$ cat src/rtl/uart_pkg.sv
// uart_pkg: state encodings and bit-timing helper shared by the UART RX and TX
package uart_pkg;
  typedef enum logic [2:0] {IDLE, START, DATA, STOP, BREAK} uart_state_t;
  function automatic int clks_per_bit(input int clk_freq, input int baud_rate);
    return clk_freq / baud_rate;
  endfunction
endpackage

$ cat src/rtl/uart_rx_if.sv
// uart_rx_if: serial input and received-byte outputs of the UART receiver
interface uart_rx_if;
  logic       rx_line;
  logic [7:0] data;
  logic       rx_done;
  logic       rx_busy;
  logic       frame_err;
  modport master (output rx_line, input data, rx_done, rx_busy, frame_err);
  modport slave (input rx_line, output data, rx_done, rx_busy, frame_err);
endinterface

$ cat src/rtl/sync_2ff.sv
// sync_2ff: two-flop synchronizer for a single asynchronous input
module sync_2ff #(
  parameter logic RESET_VAL = 1'b1
) (
  input  logic clk,
  input  logic reset,
  input  logic i_d,
  output logic o_q
);
  logic r_meta;
  logic r_q;
  always_ff @(posedge clk or posedge reset) begin
    if (reset) begin
      r_meta <= RESET_VAL;
      r_q    <= RESET_VAL;
    end else begin
      r_meta <= i_d;
      r_q    <= r_meta;
    end
  end
  assign o_q = r_q;
endmodule

$ cat src/rtl/uart_rx.sv
// uart_rx: 8N1 UART receiver with glitch rejection, framing-error and break handling
module uart_rx
  import uart_pkg::*;
#(
  parameter int clk_freq  = 50000000,
  parameter int baud_rate = 9600
) (
  input logic clk,
  input logic reset,
  uart_rx_if.slave bus
);
  localparam logic [15:0] CPB  = 16'(clks_per_bit(clk_freq, baud_rate));
  localparam logic [15:0] HALF = (CPB - 16'd1) / 16'd2;
  logic        w_rx;
  logic        w_fall;
  uart_state_t r_state, w_state_n;
  logic [15:0] r_cnt, w_cnt_n;
  logic [2:0]  r_idx, w_idx_n;
  logic [7:0]  r_shift, w_shift_n;
  logic [7:0]  r_data, w_data_n;
  logic        r_prev, r_done, r_ferr, w_done_n, w_ferr_n;
  sync_2ff #(.RESET_VAL(1'b1)) u_sync (.clk(clk), .reset(reset), .i_d(bus.rx_line), .o_q(w_rx));
  assign w_fall = r_prev & ~w_rx;
  always_ff @(posedge clk or posedge reset) begin
    if (reset) begin
      r_state <= IDLE;
      r_cnt   <= '0;
      r_idx   <= '0;
      r_shift <= '0;
      r_data  <= '0;
      r_prev  <= 1'b1;
      r_done  <= 1'b0;
      r_ferr  <= 1'b0;
    end else begin
      r_state <= w_state_n;
      r_cnt   <= w_cnt_n;
      r_idx   <= w_idx_n;
      r_shift <= w_shift_n;
      r_data  <= w_data_n;
      r_prev  <= w_rx;
      r_done  <= w_done_n;
      r_ferr  <= w_ferr_n;
    end
  end
  always_comb begin
    w_state_n = r_state;
    w_cnt_n   = r_cnt + 16'd1;
    w_idx_n   = r_idx;
    w_shift_n = r_shift;
    w_data_n  = r_data;
    w_done_n  = 1'b0;
    w_ferr_n  = 1'b0;
    case (r_state)
      IDLE: begin
        w_cnt_n   = '0;
        w_state_n = w_fall ? START : IDLE;
      end
      START: if (r_cnt == HALF) begin
        w_cnt_n   = '0;
        w_idx_n   = '0;
        w_state_n = w_rx ? IDLE : DATA;
      end
      DATA: if (r_cnt == CPB - 16'd1) begin
        w_cnt_n   = '0;
        w_shift_n = {w_rx, r_shift[7:1]};
        w_idx_n   = r_idx + 3'd1;
        w_state_n = (r_idx == 3'd7) ? STOP : DATA;
      end
      STOP: if (r_cnt == CPB - 16'd1) begin
        w_cnt_n   = '0;
        w_state_n = w_rx ? IDLE : BREAK;
        w_done_n  = w_rx;
        w_ferr_n  = ~w_rx;
        w_data_n  = w_rx ? r_shift : r_data;
      end
      BREAK: begin
        w_cnt_n   = '0;
        w_state_n = w_rx ? IDLE : BREAK;
      end
      default: w_state_n = IDLE;
    endcase
  end
  assign bus.data      = r_data;
  assign bus.rx_done   = r_done;
  assign bus.frame_err = r_ferr;
  assign bus.rx_busy   = (r_state != IDLE);
endmodule

$ cat src/flat_wrapper.sv
// flat-port wrapper written by rule: the top's interface ports become plain ports
module uart_rx_flat import uart_pkg::*;
#(
  parameter int clk_freq  = 50000000,
  parameter int baud_rate = 9600
)
  (clk, reset, bus_rx_line, bus_data, bus_rx_done, bus_rx_busy, bus_frame_err);
  uart_rx_if bus_i ();
  input logic clk;
  input logic reset;
  input wire logic [$bits(bus_i.rx_line)-1:0] bus_rx_line;
  output wire logic [$bits(bus_i.data)-1:0] bus_data;
  output wire logic [$bits(bus_i.rx_done)-1:0] bus_rx_done;
  output wire logic [$bits(bus_i.rx_busy)-1:0] bus_rx_busy;
  output wire logic [$bits(bus_i.frame_err)-1:0] bus_frame_err;
  assign bus_i.rx_line = bus_rx_line;
  assign bus_data = bus_i.data;
  assign bus_rx_done = bus_i.rx_done;
  assign bus_rx_busy = bus_i.rx_busy;
  assign bus_frame_err = bus_i.frame_err;
  uart_rx #(.clk_freq(clk_freq), .baud_rate(baud_rate)) u_core (.clk(clk), .reset(reset), .bus(bus_i));
endmodule
$ cat config.mk
export PLATFORM = sky130hd
export DESIGN_NAME = uart_rx_flat
export DESIGN_NICKNAME = d
export VERILOG_FILES = /design/src/rtl/uart_pkg.sv /design/src/rtl/uart_rx_if.sv /design/src/rtl/sync_2ff.sv /design/src/rtl/uart_rx.sv /design/src/flat_wrapper.sv
export SDC_FILE = /design/constraint.sdc
export NUM_CORES = 1
export LEC_CHECK = 0
export CAP_MARGIN = 10
export CELL_PAD_IN_SITES_DETAIL_PLACEMENT = 1
export CELL_PAD_IN_SITES_GLOBAL_PLACEMENT = 1
export CORE_ASPECT_RATIO = 2
export CORE_MARGIN = 5
export CORE_UTILIZATION = 50
export DETAILED_ROUTE_END_ITERATION = 16
export PLACE_DENSITY = 0.94
export SYNTH_ARGS = -nofsm -noshare
export SYNTH_HDL_FRONTEND = slang
export SYNTH_SLANG_ARGS = --single-unit
$ cat constraint.sdc
create_clock -name clk -period 5.3 [get_ports clk]
set_input_delay 0.795 -clock clk [delete_from_list [all_inputs] [get_ports clk]]
set_output_delay 0.795 -clock clk [all_outputs]
set_load 0.01 [all_outputs]
Yosys cells after proc, flatten, opt, wreduce, memory -nomap -nowiden --
Cells that the tools add are included.
Cells by class: add/subtract/negate cells 2, multipliers 0, div/mod/pow operators 0, magnitude comparators 0, eq/ne operators 10, shift-type cells 0, multiplexer cells 18, bitwise gates (word level) 2, reductions and logical operators 9
Operators with widths (count):
- case mux 16 bit (3 select lines) | 1
- two-way mux 16 bit | 2
- two-way mux 3 bit | 6
- adder 16 x 1 -> 16 bit, second input constant | 1
- equality test 16 x 12 -> 1 bit, second input constant | 1
- equality test 16 x 13 -> 1 bit, second input constant | 1
- case mux 3 bit (5 select lines) | 1
- AND reduction 3 bit | 3
- equality test 3 x 2 -> 1 bit, second input constant | 2
- equality test 3 bit, second input constant | 2
- two-way mux 1 bit | 6
- != test 2 x 1 -> 1 bit, second input constant | 3
- case mux 3 bit (2 select lines) | 1
- OR reduction 2 bit | 2
- adder 3 x 1 -> 3 bit, second input constant | 1
- equality test 3 x 1 -> 1 bit, second input constant | 1
- zero test 3 bit | 1
- nonzero test 3 bit | 1
- two-way mux 2 bit | 1
- AND reduction 2 bit | 1
- nonzero test 2 bit | 1
- bitwise AND 1 bit | 1
- NOT 1 bit | 1
Word-level totals: bits in registers 43, bits in latches 0, memory bits (writable) 0, memory bits (read-only) 0, input bits 3, output and inout bits 11, logic and storage cells 51, memories kept 0

Longest topological paths before layout --
Gate-level depths: netlist of run 1.
depth after elaboration 4, depth in mapped cells 7

Cells and area by module --
A second synthesis of run 1 with hierarchy kept.
Second synthesis, totals: cells, all modules 174, area, all modules 2038.2 um2
Modules (own cells, without submodules):
- uart_rx | times used 1, cells an instance 171, area an instance 1981.9 um2, seq. area each 1027.2 um2
- sync_2ff | times used 1, cells an instance 3, area an instance 56.3 um2, seq. area each 52.6 um2

Worst setup path before layout of run 1 --
OpenSTA, ideal clock, no wires.
path kind reg-to-reg, start point reg u_core.r_cnt[5], end point reg u_core.r_shift[0], data arrival time 2399 ps, slack 2776 ps, stages on the path, launching flop included 8, path buffers 3, path through dfrtp_1 -> buf_6 -> or4b_1 -> or4_1 -> buf_2 -> or3_4 -> buf_6 -> mux2_4
Between the ends: cells in the longest elaborated chain, start to end 2
RTL lines:
- from (decl) | line uart_rx.sv:17 | logic [15:0] r_cnt, w_cnt_n;
- from (signal assigned) | line uart_rx.sv:36 | r_cnt <= w_cnt_n;
- equality test 16 x 13 -> 1 bit | line uart_rx.sv:63 | DATA: if (r_cnt == CPB - 16'd1) begin
- AND reduction 2 bit (no line)
- to (signal assigned) | line uart_rx.sv:38 | r_shift <= w_shift_n;
- to (decl) | line uart_rx.sv:19 | logic [7:0] r_shift, w_shift_n;
Every way passes these cells. A chain may end at the register's enable or synchronous reset.

Worst setup path after layout of run 1 --
start point reg u_core.r_cnt[5], end point reg u_core.r_state[0]
Between the ends: cells in the longest elaborated chain, start to end 3
RTL lines:
- equality test 16 x 13 -> 1 bit or equality test 16 x 12 -> 1 bit (tied branches) | line uart_rx.sv:63, uart_rx.sv:69, uart_rx.sv:58
- != test 2 x 1 -> 1 bit (no line)
- AND reduction 3 bit (no line) (*)
- to (signal assigned) | line uart_rx.sv:35 | r_state <= w_state_n;
- to (decl) | line uart_rx.sv:16 | uart_state_t r_state, w_state_n;
Every way passes the cells marked *; elsewhere a longest branch is shown, timed or not.

==> results.py, run 1 <==
metrics = {
    "sta": {
        "fin_worst_skew_ns": 0.005633,
        "finalHoldViolations": 0,
        "setup_tns_ns": 0,
        "holdWs_ns": 0.3597,
        "rsz0062_at_grt": "no",
        "clock.fmax_mhz": 337.5,
        "finalSetupViolCount": 0,
        "worstMarginPinSlew_ns": 1.090,
        "period_share": 0.5590,
        "slew_headroom": 0.2686,
        "drv_slew": 0,
        "post-route-min-period_ns": 2.963,
    },
    "synth": {
        "synth-adder-area-share": 0.01894,
        "syn_area_mm2": 0.001982,
        "ys_ff_latch": 43,
        "syn_avg_cell_area_um2": 12.01,
        "yosys.area_share.xor_xnor": 0.04861,
        "yosysUniqueCellTypes": 40,
        "synth_seq_area_share": 0.5448,
        "syn_nets": 171,
        "syn_inst": 165,
        "synth_top_family_by_area": "simple AND/OR/NAND/NOR gates",
        "synthSimpleGateAreaFrac": 0.1521,
        "synth_compound_area_frac": 0.08712,
        "ys.flop_type": "dfrtp_1",
        "synthArstFlopShare": 1.000,
        "synth.area.mux_share": 0.1149,
        "ys_warn_count": 0,
        "synth_edf_count": 0,
    },
    "min_path": {
        "hold_depth": 0,
        "hold_path_class": "reg -> reg",
        "hp-start": "u_core.u_sync.r_meta",
    },
    "clock_tree": {
        "postCtsSetupRepairBufs": 0,
        "cts_made_buffers": 5,
        "tritoncts": "built",
        "cts_max_path_buffers": 2,
        "h-tree-depth": 2,
        "cts_resized": 0,
        "clock-sinks": 43,
        "clock_latency_ns": 0.29,
        "cts_hold_buf": 0,
        "cts-root-buf": "clkbuf_8",
        "clk_pin_slew_ns": 0.08,
    },
    "cells_and_area": {
        "layout.cells.most_common": "dfrtp_1",
        "n_antenna_cell": 0,
        "fin_area_mm2": 0.002257,
        "layout_common_cells": "dfrtp_1 (40), a21oi_1 (14), clkdlybuf4s50_1 (13)",
        "drive_above_1_share": 0.1944,
        "areaGrowthSynthToFinish_pct": 13.89,
        "nets": 185,
    },
    "job": {
        "cap_violations": 0,
    },
    "grt": {
        "grt_overflow_total": 0,
        "grt_max_degree": 44,
        "antenna_found_initial": 0,
        "grt_pass1_vias": 1503,
        "grt_usage": 0.1831,
        "grt_pass1_wl_um": 7245,
    },
    "pwr": {
        "power_density_mw_per_mm2": 341.8,
        "p_total_mw": 0.7715,
        "p_leak_nw": 1.024,
        "vdd_drop_max_uv": 229.2,
    },
    "floorplanning": {
        "initial_utilization": 0.5156,
        "ioPinCount": 14,
        "rows": 32,
        "dieHeight_um": 99.04,
        "die-area_mm2": 0.005399,
        "core-area_mm2": 0.003844,
        "dieWidth_um": 54.52,
    },
    "worst_setup_path": {
        "critPathKind": "reg -> reg",
        "end_kind": "flop",
        "critPathMaxFanout": 17,
        "start_kind": "flop",
        "required_ns": 5.48,
        "r2r-start": "u_core.r_cnt[5]",
        "startpoint": "u_core.r_cnt[5]",
        "cp.arrival_ns": 3.14,
        "reg2reg_depth": 4,
    },
    "drt": {
        "wire_per_inst_um": 18.00,
        "drt-initial-drc-count": 23,
        "routed_wl_um": 4158,
        "first_pass_iters": 4,
        "drc": 0,
        "vias": 1352,
        "viasPerCell": 5.853,
        "ant_nets": 0,
    },
    "placement": {
        "finalWeightedCongestion": 0.8394,
        "port-buffer-count": 13,
        "placed_cell_area_mm2": 0.002140,
        "hpwl_um": 3114,
    },
    "status": {
        "status": "completed",
    },
}
## sequential cells by signal (all words and copies together), names as in the netlist
register	cells
u_core.r_shift	8
u_core.u_sync.r_meta	1
u_core.r_idx	3
u_core.r_prev	1
u_core.r_state	3
u_core.bus.data	8
u_core.u_sync.o_q	1
u_core.bus.frame_err	1
u_core.bus.rx_done	1
u_core.r_cnt	16
## power breakdown
group | switching (mW) | total [mW] | internal [mW]
logic | 0.0556 | 0.102 | 0.0468
clock network | 0.106 | 0.258 | 0.152
registers | 0.0498 | 0.411 | 0.361
## synthesized netlist by cell type (2+ instances only)
library cell  instances  area share
dfrtp_1              40        0.51
a21oi_1              14       0.035
mux2_2               10       0.057
nand2_1               8       0.015
mux2_4                7       0.053
xor2_1                7       0.031
inv_1                 6       0.011
nor2_1                5      0.0095
a22oi_1               4       0.015
nand3_1               4       0.010
nand4_1               4       0.013
or3_1                 4       0.013
or4_1                 4       0.015
xnor2_1               4       0.018
clkbuf_1              3      0.0057
dfstp_2               3       0.040
ha_1                  3       0.019
nor3_1                3      0.0076
or2_2                 3      0.0095
and4_1                2      0.0088
buf_2                 2      0.0051
buf_6                 2       0.011
nand4b_1              2      0.0088
nor2b_1               2      0.0063
o21ai_0               2      0.0051
o22ai_1               2      0.0063
or4bb_1               2       0.011
## kinds of logic (layout without fill, tap and decap cells)
family | count (synthesis) | after routing
and+or+nand+nor | 49 | 49
DFF | 43 | 43
AOI/OAI and AO/OA | 28 | 28
muxes | 18 | 18
buffers and inverters | 13 | 28
xor gates and xnor gates | 11 | 11
adders and majority gates | 3 | 3
## worst max-delay path, stage by stage, from the launching register on
cell and delay (ns):
dfrtp_1 0.47, or4b_1 0.54, or4_1 0.68, a22oi_2 0.74, mux2_2 0.41
## routing by layer
layer	global-route usage	wire length, um
met4	0.09789	151
met2	0.3259	2433
met5	0	0
met3	0.03480	109
met1	0.1872	1464
## cell type report
type	instances	area, um2
clock buffers	6	82.58
repair buffers	14	137.6
flip-flops and latches	43	1080
well taps	51	63.81
clock inverters	2	35.03
multi-input cells	109	835.8
inverters	6	22.52
fillers	413	1587
## through the flow
step / utilization / setup WS, ns / std cells
finish: 0.5872 / 2.337 / 231
global route: 0.5872 / 2.252 / 231
CTS: 0.5872 / 2.336 / 231
detailed placement: 0.5566 / 2.364 / 223
global placement: 0.5566 / 2.492 / 223
floorplan: - / 2.776 / 165
## final timing paths
path	slack, ns	to
worst max-delay path	2.34	u_core.r_state[0]
worst min-delay path	0.36	u_core.u_sync.o_q
worst max register to register	2.34	u_core.r_state[0]
worst min register to register	0.36	u_core.u_sync.o_q
max in group asynchronous	3.98	u_core.u_sync.o_q
min in group asynchronous	0.94	u_core.bus.data[4]
No activity file was read; power rests on OpenSTA's default activity.
==> inputs of run 2 (changes only) <==
--- a/config.mk
+++ b/config.mk
@@ -10,9 +10,9 @@
 export CELL_PAD_IN_SITES_GLOBAL_PLACEMENT = 1
 export CORE_ASPECT_RATIO = 2
 export CORE_MARGIN = 5
-export CORE_UTILIZATION = 50
+export CORE_UTILIZATION = 47
 export DETAILED_ROUTE_END_ITERATION = 16
-export PLACE_DENSITY = 0.94
+export PLACE_DENSITY = 0.89
 export SYNTH_ARGS = -nofsm -noshare
 export SYNTH_HDL_FRONTEND = slang
 export SYNTH_SLANG_ARGS = --single-unit
==> constraint.sdc (replaced) <==
create_clock -name clk -period 2.95 [get_ports clk]
set_input_delay 0.4425 -clock clk [delete_from_list [all_inputs] [get_ports clk]]
set_output_delay 0.4425 -clock clk [all_outputs]
set_load 0.01 [all_outputs]
==> run 2 against run 1 <==
Net effect: via count increased by 1.5%; clock skew barely moved; combinational power increased by 73%; die area is 5.5% higher; clock-buffer cell count down 1; critical path depth stayed put; largest cell class unchanged.
==> results.py, run 2 (synthesis gave the netlist of run 1 again) <==
metrics = {
    "status": {
        "status": "completed",
    },
    "drt": {
        "drt-initial-drc-count": 38,
        "vias": 1372,
        "first_pass_iters": 4,
        "wire_per_inst_um": 19.85,
        "viasPerCell": 5.863,
        "routed_wl_um": 4645,
        "drc": 0,
        "ant_nets": 0,
    },
    "cells_and_area": {
        "fill_cells": 428,
        "seqCellArea_mm2": 0.001080,
        "layout_common_cells": "dfrtp_1 (40), a21oi_1 (14), clkdlybuf4s50_1 (13)",
        "layout.cells.most_common": "dfrtp_1",
        "fin_area_mm2": 0.002292,
        "areaGrowthSynthToFinish_pct": 15.66,
        "n_antenna_cell": 0,
        "layout.cells.non_filler": 234,
        "nets": 187,
        "largest_register_ffs": 16,
        "drive_above_1_share": 0.2033,
        "multi_input_area_um2": 835.8,
        "regMostFlops": "u_core.r_cnt",
    },
    "pwr": {
        "power_density_mw_per_mm2": 639.3,
        "internal_power_mw": 1.070,
        "power.switching_mw": 0.3951,
        "seq_power_share": 0.510,
        "switching_share": 0.2696,
        "vdd_drop_max_uv": 443.8,
        "combPwrFrac": 0.120,
        "power_frac_clock": 0.370,
        "p_leak_nw": 1.037,
    },
    "worst_setup_path": {
        "path_cells": "or4b_1 > or4_1 > a22oi_2 > mux2_2",
        "start_kind": "flop",
        "crit_path_top_delay_cell": "or4_1",
        "cp.arrival_ns": 2.86,
        "end_kind": "flop",
        "critPathKind": "reg -> reg",
        "critPathMaxStageDelay_ns": 0.67,
        "critPathMaxFanout": 8,
        "required_ns": 3.14,
    },
    "clock_tree": {
        "tritoncts": "built",
        "cts-root-buf": "clkbuf_8",
        "cts_hold_buf": 0,
        "cts_made_buffers": 5,
        "clk_pin_slew_ns": 0.08,
        "cts_resized": 0,
        "clock-sinks": 43,
        "cts_max_path_buffers": 2,
        "postCtsSetupRepairBufs": 0,
        "clock_latency_ns": 0.30,
        "h-tree-depth": 2,
    },
    "floorplanning": {
        "dieHeight_um": 101.8,
        "rows": 33,
        "core-area_mm2": 0.004088,
        "die-area_mm2": 0.005694,
        "ioPinCount": 14,
        "initial_utilization": 0.4848,
        "dieWidth_um": 55.92,
    },
    "sta": {
        "finalSetupViolCount": 0,
        "setup_tns_ns": 0,
        "post-route-min-period_ns": 2.675,
        "rsz0062_at_grt": "no",
        "fin_worst_skew_ns": 0.005194,
        "period_share": 0.9067,
        "drv_slew": 0,
        "slew_headroom": 0.6469,
        "worstMarginPinSlew_ns": 0.5296,
        "clock.fmax_mhz": 373.9,
        "finalHoldViolations": 0,
    },
    "placement": {
        "finalWeightedCongestion": 0.8716,
        "port-buffer-count": 13,
        "hpwl_um": 3340,
        "place_inst": 226,
        "placed_cell_area_mm2": 0.002156,
    },
    "grt": {
        "grt_max_degree": 44,
        "grt_overflow_total": 0,
        "grt_usage": 0.1793,
        "antenna_found_initial": 0,
        "grt_pass1_wl_um": 7755,
        "grt_pass1_vias": 1585,
    },
    "job": {
        "cap_violations": 0,
    },
    "min_path": {
        "hold_path_class": "reg -> reg",
    },
}
-- run 2: cell types whose count changed in the layout (fill, tap and decap cells not counted) --
cell,delta
buf_4,+2
clkinvlp_4,+1
clkinv_2,-1
bufinv_16,+1
clkbuf_8,-1
-- run 2: cell type report --
cell class                 count  share of cell area
tap                           52             0.02838
sequential                    43              0.4711
clock buffer                   5             0.03002
multi-input combinational    109              0.3646
inverter                       6            0.009825
timing repair buffer          16             0.06659
clock inverter                 3             0.02948
-- run 2: layer usage --
layer | global-route usage | part of all wire | vias to the layer above
met1 | 0.1502 | 0.32 | 701
met2 | 0.3723 | 0.61 | 31
met4 | 0.1115 | 0.046 | 0
met3 | 0.02908 | 0.021 | 18
li1 | - | - | 622
met5 | 0 | 0 | -
-- run 2: critical path: cells and delay by family, from the launching register on --
kind	cells	cell delay [ns]
and+or+nand+nor	2	1.25
DFF	1	0.48
AOI/OAI and AO/OA	1	0.45
muxes	1	0.38
-- run 2: stage by stage --
step	util	total power, mW	worst slack [ns]	hold WS [ns]
after CTS	0.5608	1.476	0.2623	0.3625
after floorplan	-	0.8761	0.4263	0.3452
after global placement	0.5274	0.9047	0.4338	0.3455
after detailed placement	0.5274	0.9285	0.3002	0.3507
after global routing	0.5608	1.541	0.1999	0.3661
final	0.5608	1.465	0.2753	0.3604
-- run 2: worst paths after layout --
kind / start / to / slack (ns) / depth (start not counted)
max in group asynchronous: reset / u_core.r_cnt[3] / 2.00 / 3
worst max register to register: u_core.r_cnt[5] / u_core.r_state[0] / 0.28 / 4
worst max-delay path: u_core.r_cnt[5] / u_core.r_state[0] / 0.28 / 4
worst min register to register: u_core.u_sync.r_meta / u_core.u_sync.o_q / 0.36 / 0
min in group asynchronous: reset / u_core.r_state[2] / 0.59 / 3
worst min-delay path: u_core.u_sync.r_meta / u_core.u_sync.o_q / 0.36 / 0
-- run 2: power groups by stage --
stage | combinational [mW] | clock [mW] | sequential, mW
floorplan | 0.170 | 0 | 0.706
global placement | 0.164 | 0 | 0.741
detailed placement | 0.176 | 0 | 0.752
CTS | 0.180 | 0.551 | 0.745
global route | 0.199 | 0.585 | 0.757
finish | 0.176 | 0.542 | 0.747
==> inputs of run 3 (changes only) <==
--- a/config.mk
+++ b/config.mk
@@ -5,7 +5,6 @@
 export SDC_FILE = /design/constraint.sdc
 export NUM_CORES = 1
 export LEC_CHECK = 0
-export CAP_MARGIN = 10
 export CELL_PAD_IN_SITES_DETAIL_PLACEMENT = 1
 export CELL_PAD_IN_SITES_GLOBAL_PLACEMENT = 1
 export CORE_ASPECT_RATIO = 2
@@ -13,6 +12,7 @@
 export CORE_UTILIZATION = 47
 export DETAILED_ROUTE_END_ITERATION = 16
 export PLACE_DENSITY = 0.89
+export SKIP_LAST_GASP = 1
 export SYNTH_ARGS = -nofsm -noshare
 export SYNTH_HDL_FRONTEND = slang
 export SYNTH_SLANG_ARGS = --single-unit
==> results of run 3 <==
The final DEF is identical to that of run 2; final timing and power are the same.
